### src/rtl/nexys_starship_laser.sv
// Player laser for the Nexys Starship terminals: accepts aimed fire requests, pulses kill at the
// targeted terminal, and tracks energy recharge, post-shot cooldown, score and consecutive misses.
module nexys_starship_laser #(
  parameter int NUM_TERM       = 4,
  parameter int MAX_ENERGY     = 5,
  parameter int RECHARGE_TICKS = 8,
  parameter int COOLDOWN_TICKS = 2,
  parameter int MISS_LIMIT     = 3
) (
  input  logic                timer_clk,
  input  logic                Reset,
  input  logic                play_flag,
  input  logic                gameover_ctrl,
  input  logic [NUM_TERM-1:0] monster_present,
  input  logic                fire_req,
  input  logic [1:0]          fire_dir,
  output logic                fire_ack,
  output logic [NUM_TERM-1:0] kill,
  output logic [2:0]          energy,
  output logic [7:0]          score,
  output logic                laser_gameover,
  output logic                q_Init,
  output logic                q_Ready,
  output logic                q_Fire,
  output logic                q_Cool
);

  localparam int RC_W = (RECHARGE_TICKS > 1) ? $clog2(RECHARGE_TICKS) : 1;
  localparam int CC_W = (COOLDOWN_TICKS > 1) ? $clog2(COOLDOWN_TICKS) : 1;
  localparam int MS_W = $clog2(MISS_LIMIT + 1);

  localparam logic [2:0]      EMAX    = 3'(MAX_ENERGY);
  localparam logic [RC_W-1:0] RC_LAST = RC_W'(RECHARGE_TICKS - 1);
  localparam logic [CC_W-1:0] CC_LAST = CC_W'(COOLDOWN_TICKS - 1);
  localparam logic [MS_W-1:0] MS_MAX  = MS_W'(MISS_LIMIT);

  typedef enum logic [3:0] {
    S_INIT  = 4'b0001,
    S_READY = 4'b0010,
    S_FIRE  = 4'b0100,
    S_COOL  = 4'b1000
  } state_t;

  state_t                state_r;
  logic [2:0]            energy_r;
  logic [7:0]            score_r;
  logic [MS_W-1:0]       miss_cnt_r;
  logic [RC_W-1:0]       recharge_cnt_r;
  logic [CC_W-1:0]       cool_cnt_r;
  logic                  armed_r;
  logic                  hit_r;
  logic                  fire_ack_r;
  logic [NUM_TERM-1:0]   kill_r;
  logic                  laser_gameover_r;

  logic                  rech_active_s;
  logic                  wrap_s;
  logic                  accept_s;
  logic                  hit_s;
  logic [NUM_TERM-1:0]   kill_s;
  logic [2:0]            energy_nxt_s;
  logic [RC_W-1:0]       recharge_nxt_s;
  logic [MS_W-1:0]       miss_inc_s;
  logic [7:0]            score_inc_s;

  // Next-value logic for energy/recharge, accept decision and aimed-terminal decode
  always_comb begin
    rech_active_s = ((state_r == S_READY) || (state_r == S_FIRE) || (state_r == S_COOL))
                    && (energy_r < EMAX);
    wrap_s        = rech_active_s && (recharge_cnt_r == RC_LAST);
    accept_s      = (state_r == S_READY) && fire_req && armed_r && (energy_r != 3'd0);

    // A wrap landing on an accept cancels out
    case ({wrap_s, accept_s})
      2'b10:   energy_nxt_s = energy_r + 3'd1;
      2'b01:   energy_nxt_s = energy_r - 3'd1;
      default: energy_nxt_s = energy_r;
    endcase

    if (energy_r >= EMAX) begin
      recharge_nxt_s = '0;
    end else if (!rech_active_s) begin
      recharge_nxt_s = recharge_cnt_r;
    end else if (wrap_s) begin
      recharge_nxt_s = '0;
    end else begin
      recharge_nxt_s = recharge_cnt_r + RC_W'(1);
    end

    // Directions past the last terminal decode to nothing, i.e. a miss
    hit_s  = 1'b0;
    kill_s = '0;
    for (int i = 0; i < NUM_TERM; i++) begin
      if (int'(fire_dir) == i) begin
        hit_s     = monster_present[i];
        kill_s[i] = monster_present[i];
      end else begin
        kill_s[i] = 1'b0;
      end
    end

    if (miss_cnt_r == MS_MAX) begin
      miss_inc_s = miss_cnt_r;
    end else begin
      miss_inc_s = miss_cnt_r + MS_W'(1);
    end

    if (score_r == 8'hFF) begin
      score_inc_s = score_r;
    end else begin
      score_inc_s = score_r + 8'd1;
    end
  end

  // Laser control FSM with all counters and registered outputs
  always_ff @(posedge timer_clk or posedge Reset) begin
    if (Reset) begin
      state_r          <= S_INIT;
      energy_r         <= EMAX;
      score_r          <= 8'd0;
      miss_cnt_r       <= '0;
      recharge_cnt_r   <= '0;
      cool_cnt_r       <= '0;
      armed_r          <= 1'b1;
      hit_r            <= 1'b0;
      fire_ack_r       <= 1'b0;
      kill_r           <= '0;
      laser_gameover_r <= 1'b0;
    end else begin
      fire_ack_r <= 1'b0;
      kill_r     <= '0;
      if (!fire_req) begin
        armed_r <= 1'b1;
      end
      if (gameover_ctrl) begin
        state_r <= S_INIT;
      end else begin
        energy_r       <= energy_nxt_s;
        recharge_cnt_r <= recharge_nxt_s;
        case (state_r)
          S_INIT: begin
            if (play_flag) begin
              state_r          <= S_READY;
              score_r          <= 8'd0;
              miss_cnt_r       <= '0;
              energy_r         <= EMAX;
              recharge_cnt_r   <= '0;
              armed_r          <= 1'b1;
              laser_gameover_r <= 1'b0;
            end
          end
          S_READY: begin
            // kill/ack are launched here so they are visible during the FIRE cycle
            if (accept_s) begin
              state_r    <= S_FIRE;
              hit_r      <= hit_s;
              kill_r     <= kill_s;
              fire_ack_r <= 1'b1;
              armed_r    <= 1'b0;
            end
          end
          S_FIRE: begin
            state_r    <= S_COOL;
            cool_cnt_r <= '0;
            if (hit_r) begin
              score_r    <= score_inc_s;
              miss_cnt_r <= '0;
            end else begin
              miss_cnt_r <= miss_inc_s;
              if (miss_inc_s == MS_MAX) begin
                laser_gameover_r <= 1'b1;
              end
            end
          end
          S_COOL: begin
            if (cool_cnt_r == CC_LAST) begin
              state_r <= S_READY;
            end else begin
              cool_cnt_r <= cool_cnt_r + CC_W'(1);
            end
          end
          default: begin
            state_r <= S_INIT;
          end
        endcase
      end
    end
  end

  assign fire_ack       = fire_ack_r;
  assign kill           = kill_r;
  assign energy         = energy_r;
  assign score          = score_r;
  assign laser_gameover = laser_gameover_r;
  assign q_Init         = state_r[0];
  assign q_Ready        = state_r[1];
  assign q_Fire         = state_r[2];
  assign q_Cool         = state_r[3];

endmodule

### config.mk
export PLATFORM = sky130hd
export DESIGN_NAME = nexys_starship_laser
export DESIGN_NICKNAME = d
export VERILOG_FILES = /design/src/rtl/nexys_starship_laser.sv
export SDC_FILE = /design/constraint.sdc
export NUM_CORES = 1
export LEC_CHECK = 0
export BUFFER_PORTS_ARGS = -buffer_cell sky130_fd_sc_hd__buf_2
export CAP_MARGIN = 20
export CORE_ASPECT_RATIO = 1.5
export CORE_MARGIN = 2
export CORE_UTILIZATION = 49
export CTS_CLUSTER_SIZE = 10
export DETAILED_ROUTE_END_ITERATION = 8
export GPL_ROUTABILITY_DRIVEN = 0
export PLACE_DENSITY = 0.78
export SYNTH_ARGS = -nofsm -noshare
export SYNTH_HDL_FRONTEND = slang
export SYNTH_SLANG_ARGS = --single-unit
### constraint.sdc
create_clock -name timer_clk -period 2.2 [get_ports timer_clk]
set_input_delay 0.33 -clock timer_clk [delete_from_list [all_inputs] [get_ports timer_clk]]
set_output_delay 0.33 -clock timer_clk [all_outputs]
set_load 0.02 [all_outputs]
Word-level counts from Yosys, hierarchy flattened
Cells that the tools add are included.
{ "op_classes": {"add_sub_neg": 6, "mul": 0, "div_mod_pow": 0, "n_lt_le_gt_ge": 2, "eq_ne": 21, "n_shift": 0, "n_mux": 45, "n_bitwise": 1, "reduce_logical": 17} }
{ "op_table": {"columns": ["op", "n"], "rows": [
  ["$mux W4", 7],
  ["$mux W8", 3],
  ["$mux W3", 7],
  ["$mux W1", 18],
  ["$pmux W4 S4", 1],
  ["$pmux W8 S2", 1],
  ["$eq A2 B2 Y1 const B", 5],
  ["$reduce_and A5 Y1", 2],
  ["$ne A3 B3 Y1 const B", 3],
  ["$reduce_and A3 Y1", 3],
  ["$add A8 B1 Y8 const B", 1],
  ["$eq A8 B8 Y1 const B", 1],
  ["$ne A2 B2 Y1 const B", 4],
  ["$add A3 B1 Y3 const B", 2],
  ["$mux W2", 3],
  ["$pmux W1 S2", 3],
  ["$pmux W3 S2", 1],
  ["$logic_and A1 B1 Y1", 5],
  ["$eq A2 B1 Y1 const B", 2],
  ["$eq A4 B1 Y1 const B", 1],
  ["$eq A4 B2 Y1 const B", 1],
  ["$eq A4 B3 Y1 const B", 1],
  ["$eq A4 B4 Y1 const B", 1],
  ["$pmux W2 S2", 1],
  ["other kinds (13)", 15]
]} }
{ "word_totals": {"ff_bits": 29, "latchBits": 0, "mem_bits_rw": 0, "rom_bits": 0, "input_bits": 11, "mem_count": 0} }

Logic depth before layout (Yosys ltp)
{ "depth": {"ltp_word": 10, "depth_mapped": 10, "mapped_depth_nobuf": 9} }

Worst setup path before layout
Ideal clock, no wire load.
{ "synth_path": {"path_kind": "register to register", "startpoint": "register state_r[3]", "endpoint": "register energy_r[1] (netlist: energy[1])", "setup_ns": 0.094, "arrival_time_ns": 2.143, "slack_ns": -0.037, "path_stages_with_launch": 9, "path_buffers": 1, "synth_period_minus_slack_ns": 2.237, "cell_sequence": "dfrtp_1 clkbuf_1 inv_1 a211oi_1 nand3_1 ha_1 inv_1 fa_1 a211oi_1"} }
{ "synth_via": {"elab_chain_cells": 9, "elab_cells_between_ends": 16} }
{ "synth_rtl": {"columns": ["item", "line", "text"], "rows": [
  ["from (decl)", "44", "state_t state_r;"],
  ["from (signal assigned)", "118", "state_r <= S_INIT;"],
  ["from (signal assigned)", "136", "state_r <= S_INIT;"],
  ["from (signal assigned)", "143", "state_r <= S_READY;"],
  ["$eq A4 B2 Y1 / $eq A4 B3 Y1 (equally long branches)", "68, 71", null],
  ["$logic_or A1 B1 Y1 (2 in a row)", "68", "rech_active_s = ((state_r == S_READY) || (state_r == S_FIRE) || (state_r == S_COOL))"],
  ["$logic_and A1 B1 Y1", "69", "&& (energy_r < EMAX);"],
  ["$logic_and A1 B1 Y1", "70", "wrap_s = rech_active_s && (recharge_cnt_r == RC_LAST);"],
  ["$eq A2 B1 Y1 / $eq A2 B2 Y1 (equally long branches)", "74", "case ({wrap_s, accept_s})"],
  ["$pmux W3 S2", "74", null],
  ["$mux W3", "142", "if (play_flag) begin"],
  ["$mux W3 *", "140", "case (state_r)"],
  ["to (signal assigned)", "138", "energy_r <= energy_nxt_s;"],
  ["to (decl)", "45", "logic [2:0] energy_r;"]
]} }
Every way passes the cells marked *; elsewhere a longest branch is shown, timed or not.
A chain may end at the register's enable or synchronous reset.

Worst setup path after layout
{ "layout_path": {"startpoint": "register energy_r[2] (netlist: energy[2])", "endpoint": "register energy_r[2] (netlist: energy[2])"} }
{ "layout_via": {"elab_chain_cells": 7, "elab_cells_between_ends": 12} }
{ "layout_rtl": {"columns": ["item", "line"], "rows": [
  ["$lt A3 B3 Y1", "69"],
  ["$logic_and A1 B1 Y1", "69"],
  ["$logic_and A1 B1 Y1", "70"],
  ["$eq A2 B1 Y1 / $eq A2 B2 Y1 (equally long branches)", "74"],
  ["$pmux W3 S2 *", "74"],
  ["$mux W3", "142"],
  ["$mux W3 *", "140"]
]} }
Marks and branches as above.

==> metrics <==
crit path from=energy[2]; final WL=4190 um; synthesized flop and latch total=29; worst-case clock buffer depth=2; Area contributors post-synth=dfrtp_1 39%, dfstp_2 6.6%, nand2_1 4.0%; design area=0.00202 mm2; Required @ worst endpoint=2.41 ns; post-synth top area share=0.394; Clock Root Buffer=clkbuf_8; CP max-delay cell=dfstp_2; worst path arrival time=2.40 ns; Finished Layout Cells=252; initial antenna violation count=0; clk slew on worst S/H paths=0.06 ns; Final min period=2.20 ns; ANT nets after route=0; Yosys warning total=0; LEAKAGE=0.966 nW; synth unique cells=43; CTS Buf Count=5; Global Route Usage Sum=0.237; clock network fraction of design power=0.385; crit-path cells=o311a_1 -> nand2_1 -> nor4_2 -> ha_2 -> inv_1 -> fa_2 -> xnor2_2 -> and3_1 -> o21ai_0; total gr overflow=0; combinational group share of total power=0.129; WL/cell=16.6 um; die area=0.00372 mm2; Final Slew Violations=0; peak supply drop=0.544 mV; CP Launch Type=register; hold crit path type=in2async; area leader, netlist=dfrtp_1; DRC errors left=0; final setup vio count=0; hpwl dp=2810 um; CTS tree=yes; part of the cycle the worst path needs=0.999; status=complete, no violations; largest net degree at the start of global routing=30; Sequential Power Share=0.486; P_int=859 uW; Chip Width=50.5 um; vias in the first global route=1431; Worst-Margin Slew=0.383 ns; antenna cells=0; Clock Skew=0.00351 ns; Synth Cell Area=0.00159 mm2; DR vias=1482; FF-to-FF Start=energy[2]; Post-Syn Instances=162; switching share of power=0.260; final-layout fill cell count=262; Post-synth ARST share=1.00; clk sink count=29; synth cell count leaders=25 x dfrtp_1, 17 x nand2_1, 13 x inv_1; Synth Area per Inst=9.81 um2; layout cells sized above 1=0.363; count leader, synth=dfrtp_1; Post-synth top flop=dfrtp_1; Port Buffers=31; fraction of the yosys area taken by sequential cells=0.460; first-pass GRT wire length=6500 um; Total Power=1.16 mW; Post-synth EDFFs=0; slowest cell delay on critical path=0.57 ns; Hold Violations, Final=0; number of max-cap violations=0; Critical Path End Type=register; Initial Utilization=0.508; Crit path buffers/inverters=1; # IOs=32; Cell Pwr Density=574 mW/mm2; initial DRC count=51; worst setup path class=reg2reg; drt pass-1 iters=4; Critical Path Fanout Max=5; RSZ-0062 raised after global routing=yes; site row count=25; Hold Worst Slack=0.102 ns; die height=73.7 um; Core Box Area=0.00313 mm2; Post-Syn Nets=178; family with the most delay on the worst path=flip-flops; Area after DPL=0.00185 mm2; cts hold-fix bufs=0; final-stage net count=228; Sw Pwr=302 uW; Vias/cell=5.88; max_slew headroom=0.744; later-pin clock latency in the skew report=0.28 ns; H-Tree Depth=2; DP Cell Count=238; synthesis-to-finish area growth=27.3%; max frequency=455 MHz
==> routing by layer <==
layer  vias up  share of wire  track usage
li1        692              -            -
met1       720           0.39        0.258
met2        51           0.53        0.409
met3        19          0.032       0.0528
met4         0          0.045        0.156
met5         -              0            0
==> final timing paths <==
path | end | slack [ns] | depth (start not counted)
setup / recovery | energy[2] | 0.001 | 9
hold / removal | score[7] | 0.10 | 3
setup reg to reg | energy[2] | 0.001 | 9
hold reg to reg | armed_r | 0.51 | 2
max in group asynchronous | state_r[0] | 1.77 | 3
min in group timer_clk | armed_r | 0.23 | 2
==> layout by cell type, fill, tap and decap left out, types with 2 or more instances in the layout <==
cell type,instances
nor4bb_1,2
buf_4,21
o21ai_1,2
nor2_1,6
inv_1,13
clkbuf_8,6
dfrtp_2,3
a22o_1,2
dfrtp_1,22
nand3b_1,2
or4_1,6
nor4_1,3
a211oi_1,2
a31oi_1,3
a21oi_1,10
xnor2_1,2
nand2_1,17
and3_1,4
nand3_1,4
buf_2,31
dfstp_2,4
o211ai_1,3
ha_1,3
nor3b_1,3
mux2_2,2
o21ai_0,6
nand2b_1,3
nor3_1,3
==> through the flow <==
step | TNS, ns | util | setup WS [ns]
floorplan | -0.00472 | - | -0.00472
global placement | 0 | 0.593 | 0.0883
detailed placement | -0.0270 | 0.593 | -0.0270
CTS | 0 | 0.626 | 0.00776
global route | -0.225 | 0.647 | -0.0765
finish | 0 | 0.647 | 0.00114
==> cell type report <==
type,instances,area (um2),area share
inverter,13,48.8,0.0241
timing repair buffer,52,313,0.155
tap,40,50.0,0.0247
sequential,29,734,0.363
multi-input combinational,111,791,0.391
clock buffer,7,86.3,0.0427
==> cell families after synthesis <==
group           after synthesis  share of synthesized area
flops                        29                      0.460
buf+inv                      23                     0.0638
simple gates                 62                      0.223
compound gates               37                      0.165
fa+ha+maj                     5                     0.0441
mux                           3                     0.0283
xor+xnor                      3                     0.0165
==> flip-flops by register name, indices dropped and copies added (netlist names) <==
name and count:
miss_cnt_r 2, kill 4, state_r 4, armed_r 1
energy 3, cool_cnt_r 1, laser_gameover 1, hit_r 1
fire_ack 1, recharge_cnt_r 3, score 8
==> power by group through the flow <==
stage / combinational [mW] / sequential, mW / clock [mW]
final: 0.150 / 0.564 / 0.447
after global routing: 0.165 / 0.566 / 0.471
after CTS: 0.138 / 0.564 / 0.452
after detailed placement: 0.136 / 0.573 / 0
after global placement: 0.130 / 0.572 / 0
after floorplan: 0.0809 / 0.576 / 0
==> what timing repair did <==
item | 4_1_cts | 5_1_grt
gates cloned | 0 | 1
gates resized for setup | 2 | 9
buffers inserted | 1 | 5
setup endpoints to repair | 1 | 7
pin swaps | 2 | 2
==> worst min-delay path, delay by kind of cell <==
kind,cells,cell delay (ns)
buffers and inverters,3,0.46
Note: power is estimated with default switching activity, not from simulation.
